[src/rtl/zeroriscy_mem_arb.sv]
// Two-master (fetch m0 / data m1) arbiter onto one single-port SRAM slave, with an
// in-order owner FIFO for response routing. Optional counters: ZERORISCY_ARB_PERF_EN.
module zeroriscy_mem_arb #(
    parameter int OUTSTANDING  = 2,
    parameter int STARVE_LIMIT = 8
) (
    input  logic        clk,
    input  logic        rst,
    input  logic        m0_req,
    input  logic [31:0] m0_addr,
    output logic        m0_gnt,
    output logic        m0_rvalid,
    output logic [31:0] m0_rdata,
    input  logic        m1_req,
    input  logic        m1_we,
    input  logic [3:0]  m1_be,
    input  logic [31:0] m1_addr,
    input  logic [31:0] m1_wdata,
    output logic        m1_gnt,
    output logic        m1_rvalid,
    output logic [31:0] m1_rdata,
    output logic        m1_err,
    output logic        s_req,
    output logic        s_we,
    output logic [3:0]  s_be,
    output logic [31:0] s_addr,
    output logic [31:0] s_wdata,
    input  logic        s_gnt,
    input  logic        s_rvalid,
    input  logic [31:0] s_rdata,
    input  logic        s_err
`ifdef ZERORISCY_ARB_PERF_EN
    ,
    output logic [31:0] perf_conflict,
    output logic [31:0] perf_full_stall
`endif
);

    localparam int PW = $clog2(OUTSTANDING);
    localparam int CW = $clog2(OUTSTANDING + 1);
    localparam int SW = $clog2(STARVE_LIMIT + 1);
    localparam logic [CW-1:0] FULL_CNT   = CW'(OUTSTANDING);
    localparam logic [SW-1:0] STARVE_MAX = SW'(STARVE_LIMIT);

    logic [OUTSTANDING-1:0] r_owner;
    logic [PW-1:0]          r_wptr;
    logic [PW-1:0]          r_rptr;
    logic [CW-1:0]          r_count;
    logic [SW-1:0]          r_starve;

    logic w_empty;
    logic w_full;
    logic w_any;
    logic w_starved;
    logic w_sel;
    logic w_push;
    logic w_pop;
    logic w_head;

    // Arbitration and FIFO status; a pop this cycle frees a slot for a same-cycle grant.
    always_comb begin
        w_empty   = (r_count == {CW{1'b0}});
        w_full    = (r_count == FULL_CNT) & ~s_rvalid;
        w_any     = m0_req | m1_req;
        w_starved = (r_starve >= STARVE_MAX);
        // m0 is only forced through while it is actually requesting
        w_sel     = m1_req & ~(m0_req & w_starved);
        s_req     = w_any & ~w_full;
        w_push    = s_req & s_gnt;
        w_pop     = s_rvalid & ~w_empty;
        w_head    = r_owner[r_rptr];
    end

    // Slave command mux and grant decode.
    always_comb begin
        s_we    = 1'b0;
        s_be    = 4'hF;
        s_addr  = m0_addr;
        s_wdata = 32'h0000_0000;
        m0_gnt  = 1'b0;
        m1_gnt  = 1'b0;
        if (w_sel) begin
            s_we    = m1_we;
            s_be    = m1_be;
            s_addr  = m1_addr;
            s_wdata = m1_wdata;
            m1_gnt  = w_push;
        end else begin
            m0_gnt  = w_push;
        end
    end

    // Response routing by the owner at the FIFO head; responses with no owner are dropped.
    always_comb begin
        m0_rdata  = s_rdata;
        m1_rdata  = s_rdata;
        m0_rvalid = 1'b0;
        m1_rvalid = 1'b0;
        if (w_pop) begin
            m0_rvalid = ~w_head;
            m1_rvalid = w_head;
        end else begin
            m0_rvalid = 1'b0;
            m1_rvalid = 1'b0;
        end
        m1_err = s_err & m1_rvalid;
    end

    // Owner FIFO storage, pointers and occupancy.
    always_ff @(posedge clk) begin
        if (rst) begin
            r_owner <= {OUTSTANDING{1'b0}};
            r_wptr  <= {PW{1'b0}};
            r_rptr  <= {PW{1'b0}};
            r_count <= {CW{1'b0}};
        end else begin
            if (w_push) begin
                r_owner[r_wptr] <= w_sel;
                r_wptr          <= r_wptr + PW'(1);
            end
            if (w_pop) begin
                r_rptr <= r_rptr + PW'(1);
            end
            case ({w_push, w_pop})
                2'b10:   r_count <= r_count + CW'(1);
                2'b01:   r_count <= r_count - CW'(1);
                default: r_count <= r_count;
            endcase
        end
    end

    // Saturating count of consecutive cycles m0 has been refused.
    always_ff @(posedge clk) begin
        if (rst) begin
            r_starve <= {SW{1'b0}};
        end else if (m0_req & ~m0_gnt) begin
            if (!w_starved) begin
                r_starve <= r_starve + SW'(1);
            end
        end else begin
            r_starve <= {SW{1'b0}};
        end
    end

`ifdef ZERORISCY_ARB_PERF_EN
    logic [31:0] r_perf_conflict;
    logic [31:0] r_perf_full_stall;

    // Wrapping event counters for contention and back-pressure.
    always_ff @(posedge clk) begin
        if (rst) begin
            r_perf_conflict   <= 32'h0000_0000;
            r_perf_full_stall <= 32'h0000_0000;
        end else begin
            if (m0_req & m1_req & ~w_full) begin
                r_perf_conflict <= r_perf_conflict + 32'd1;
            end
            if (w_any & w_full) begin
                r_perf_full_stall <= r_perf_full_stall + 32'd1;
            end
        end
    end

    assign perf_conflict   = r_perf_conflict;
    assign perf_full_stall = r_perf_full_stall;
`endif

endmodule
[config.mk]
export PLATFORM = sky130hd
export DESIGN_NAME = zeroriscy_mem_arb
export DESIGN_NICKNAME = d
export VERILOG_FILES = /design/src/rtl/zeroriscy_mem_arb.sv
export SDC_FILE = /design/constraint.sdc
export NUM_CORES = 1
export LEC_CHECK = 0
export BUFFER_PORTS_ARGS = -buffer_cell sky130_fd_sc_hd__buf_2
export CORE_AREA = 5 5 104 106
export DETAILED_ROUTE_END_ITERATION = 10
export DIE_AREA = 0 0 109 111
export PLACE_DENSITY = 0.56
export REMOVE_ABC_BUFFERS = 1
export SYNTH_ARGS = -nofsm -noshare
export SYNTH_HDL_FRONTEND = slang
export SYNTH_SLANG_ARGS = --single-unit
[constraint.sdc]
create_clock -name clk -period 2.1 [get_ports clk]
set_input_delay 0.42 -clock clk [delete_from_list [all_inputs] [get_ports clk]]
set_output_delay 0.42 -clock clk [all_outputs]
set_load 0.1 [all_outputs]
== After elaboration in Yosys (flattened, before gate mapping) ==
Index checks and enable logic that the tools add are counted.
Word-level totals
  bits in registers: 10
  bits of input ports: 140
  word-level logic and storage cells: 51
Cells by class
  reductions and logical operators: 4
  magnitude comparators: 4
  add/sub/neg operators: 5
  equal/unequal tests: 3
  mux-type cells: 14
  bitwise operators: 16
Operator list (number)
  $mux 32: 2
  $and 1x1->1: 8
  $mux 1: 8
  $not 1->1: 7
  $add 4x1->4 const B: 1
  $eq 2x2->1 const B: 2
  $ge 4x4->1 const B: 1
  $lt 1x2->1 const B: 2
  $mux 4: 1
  $pmux 2 s2: 1
  $add 1x1->1 const B: 2
  $add 2x1->2 const B: 1
  $bwmux 2: 1
  $eq 2x1->1 const B: 1
  $logic_not 2->1: 1
  $reduce_bool 2->1: 1
  $reduce_or 2->1: 1
  $sub 2x1->2 const B: 1
  $demux 1 s1: 1
  $ge 1x1->1 const B: 1
  $logic_and 1x1->1: 1
  $or 1x1->1: 1

== Longest topological paths before layout ==
  word-level depth: 10
  mapped depth: 6
  mapped depth without buffers: 6

== Worst setup path before layout ==
No wires, ideal clock.
  path kind: register -> output
  start point: reg r_count[0]
  end point: out m1_err
  slack: -1.127 ns
  path buffers: 0
  data arrival time: 2.807 ns
  stages on the path, launching flop included: 4
  required time: 1.680 ns
  path through: dfxtp_1 o21ai_0 nor2_1 and2_1
On the way
  word-level cells in the longest chain between the ends: 5
Ends and longest elaborated chain
  from (decl): RTL line 48  | logic [CW-1:0] r_count;
  from (signal assigned): RTL line 115  | r_count <= {CW{1'b0}};
  from (signal assigned): RTL line 125  | 2'b10: r_count <= r_count + CW'(1);
  from (signal assigned): RTL line 126  | 2'b01: r_count <= r_count - CW'(1);
  $logic_not 2->1: RTL line 62  | w_empty = (r_count == {CW{1'b0}});
  $not 1->1: RTL line 70  | w_pop = s_rvalid & ~w_empty;
  $and 1x1->1: RTL line 70
  $mux 1: RTL line 99  | if (w_pop) begin
  named net m1_rvalid: RTL line 20  | output logic m1_rvalid,
  $and 1x1->1: RTL line 106  | m1_err = s_err & m1_rvalid;
  to (decl): RTL line 22  | output logic m1_err,
The timed path passes the listed nets, and every way through them passes these cells.

== Worst setup path after layout ==
  start point: reg r_starve[3]
  end point: out s_addr[18]
On the way
  word-level cells in the longest chain between the ends: 5
Ends and longest elaborated chain
  from (decl): RTL line 49  | logic [SW-1:0] r_starve;
  from (signal assigned): RTL line 135  | r_starve <= {SW{1'b0}};
  from (signal assigned): RTL line 138  | r_starve <= r_starve + SW'(1);
  from (signal assigned): RTL line 141  | r_starve <= {SW{1'b0}};
  $ge 4x4->1: RTL line 65  | w_starved = (r_starve >= STARVE_MAX);
  $and 1x1->1: RTL line 67  | w_sel = m1_req & ~(m0_req & w_starved);
  $not 1->1: RTL line 67
  $and 1x1->1: RTL line 67
  $mux 32: RTL line 82  | if (w_sel) begin
  to (decl): RTL line 26  | output logic [31:0] s_addr,
No other way between the ends.

==> flow_metrics.tcl <==
set metrics [dict create \
    status "complete, no violations" \
    slowest_delay_ps 370 \
    gp_congestion 0.8211 \
    maxClockFrequency_mhz 481.7 \
    syn_area_mm2 0.001663 \
    die_h_um 111 \
    p_per_area_mw_per_mm2 614.0 \
    clk_latency_ps 240 \
    min_path_type "input pin to flip-flop" \
    drv_slew 0 \
    drt-total-wl_um 10640 \
    drtIter0Drc 32 \
    arrival_ps 1660 \
    endpoint_kind "output port" \
    switching_share 0.5590 \
    cpMostUsedCell "buf_12" \
    yosysSeqAreaShare 0.1204 \
    setup_viol 0 \
    die_w_um 109 \
    cts_htree_levels 1 \
    via_per_inst 4.102 \
    layout_commonest_cell "buf_2" \
    critPathKind "flip-flop to output port" \
    crit_start "r_starve[3]" \
    grt_usage 0.1687 \
    fin_worst_skew_ps 1.776 \
    grt_pass1_vias 2143 \
    crit_chain "a21boi_4, buf_12, buf_16, mux2_2, buf_12" \
    async_reset_ff_frac 0 \
    dp_cells 450 \
    ant_nets 0 \
    start_util 0.1717 \
    clkTransAtPathRegs_ps 50 \
    fp-row-count 36 \
    ys_top_cells_by_area "buf_4 (30%), mux2_2 (20%), and2_1 (13%), dfxtp_1 (12%), mux2i_1 (2.4%)" \
    die_area_mm2 0.01210 \
    synth_edf_count 0 \
    io_buffer_count 182 \
    boundaryPins 279 \
    hold_slack_ps 413.3 \
    drcViolationCount 0 \
    synth_cell_types 29 \
    cts_tree "yes" \
    startpoint_type "flip-flop" \
    grt_pass1_wl_um 14650 \
    areaGrowthSynthToFinish_pct 96.39 \
    synthCells 200 \
    cap_viol_max_count 0 \
    finalCritPeriodShare 0.9886 \
    fin_nets 469 \
    final_cell_mix "buf_2 (109), buf_12 (48), mux2_2 (27), and2_1 (24), buf_4 (24)" \
    p_leak_nw 1.572 \
    synth_top_area_frac 0.3025 \
    stdcell_count 460 \
    crit_fanout 11 \
    synth_area_leader_cell "buf_4" \
    holdCritStartpoint "rst" \
    num_vias 1887 \
    dr.pass1.iters 3 \
    clock-root-buffer "clkbuf_8" \
    worst_pin_slew_ps 510.2 \
    seqPwrFrac 0.127 \
    cpMaxStageDelayCell "dfxtp_4" \
    yosysWarnings 0 \
    final-hold-violation-count 0 \
    drive_gt1_frac 0.7538 \
    p_int_mw 0.8843 \
    ff2ff_setup_slack_ps 320 \
    rsz0062_at_grt "yes" \
    r2r_start "r_count[0]" \
    cp.required_ps 1680 \
    grt_max_degree 24 \
    overflow 0 \
    dp_hpwl_um 9615 \
    min_period_ps 2076 \
    cts.sinks 10 \
    antenna_found_initial 6 \
    switchingPower_mw 1.121 \
    avgSynthCellArea_um2 8.314 \
    synth-main-ff-cell "dfxtp_1" \
    avgRoutedWirePerCell_um 23.14 \
    p_clk_frac 0.123 \
    slew_headroom 0.6622 \
    vdd_drop_max_mv 0.3315 \
    pwr-share-comb 0.751 \
    ys_ff_latch 10 \
    cts_max_path_buffers 2 \
    cts_made_buffers 3 \
    holdBufCountCts 0 \
    core_area_mm2 0.009684 \
]
kinds of logic after synthesis:
family,count (synthesis),synth area share
buf+inv,76,0.3281
simple gates,61,0.2167
mux,36,0.2408
flops,10,0.1204
compound gates,9,0.04515
xor+xnor,5,0.02634
fa+ha+maj,3,0.02258
synthesized netlist by cell type, types with 3 or more instances:
cell type / number
and2_1: 34
buf_4: 67
clkbuf_1: 3
dfxtp_1: 10
ha_1: 3
inv_1: 4
mux2_2: 30
mux2i_1: 4
nand2_1: 4
nand2b_1: 4
nor2_1: 9
nor2b_1: 4
o21ai_0: 3
xor2_1: 3
stage by stage:
step	util	area [um2]	setup WS, ps	setup TNS [ps]	power [mW]
2_1_floorplan	-	1132	-1127	-34870	1.218
3_3_place_gp	0.3047	2950	-29.71	-29.71	1.670
3_5_place_dp	0.3047	2950	-44.34	-53.15	1.687
4_1_cts	0.3273	3169	-35.98	-204.2	1.991
5_1_grt	0.3372	3266	-31.29	-166.7	2.083
6_report	0.3372	3266	23.95	0	2.005
sequential cells by signal, summed over array words and instances, names as in the netlist:
| signal | count |
|---|---|
| r_starve | 4 |
| r_count | 2 |
| r_rptr | 1 |
| r_owner | 2 |
| r_wptr | 1 |
critical path, delay by kind of cell, from the launching register on:
kind | cells | cell delay [ps]
buf+inv | 3 | 450
flops | 1 | 370
compound gates | 1 | 210
mux | 1 | 370
final timing paths:
kind	endpoint	depth (start not counted)
setup / recovery	s_addr[18]	5
hold / removal	r_count[1]	2
setup reg to reg	r_count[1]	5
hold reg to reg	r_owner[1]	2
power groups by stage:
| stage | clock [mW] | combinational (mW) | sequential (mW) |
|---|---|---|---|
| after global routing | 0.263 | 1.56 | 0.258 |
| final | 0.246 | 1.51 | 0.254 |
| after global placement | 0 | 1.42 | 0.253 |
| after detailed placement | 0 | 1.43 | 0.259 |
| after floorplan | 0 | 0.968 | 0.250 |
| after CTS | 0.249 | 1.49 | 0.253 |
cell type report:
class	count	area, um2
Fill cell	988	6419
Timing Repair Buffer	193	1859
Multi-Input combinational cell	114	960.9
Sequential cell	10	203.9
Tap cell	133	166.4
Clock buffer	4	55.05
Inverter	4	15.01
Antenna cell	2	5.005
what timing repair did:
action / in CTS / in global routing
hold endpoints to repair: 0 / 0
setup buffers: 1 / 1
setup endpoints to repair: 34 / 43
cloned: 1 / 1
resized for setup: 44 / 20
pin swaps: 1 / 1
layer usage:
layer  vias up  share of wire  GRT usage
met1       831           0.39     0.1979
met4        10          0.011    0.03535
met5         -         0.0085    0.04018
met2       191           0.39     0.2215
met3        18           0.21     0.1543
li1        837              -          -
No activity file was read; power rests on OpenSTA's default activity.
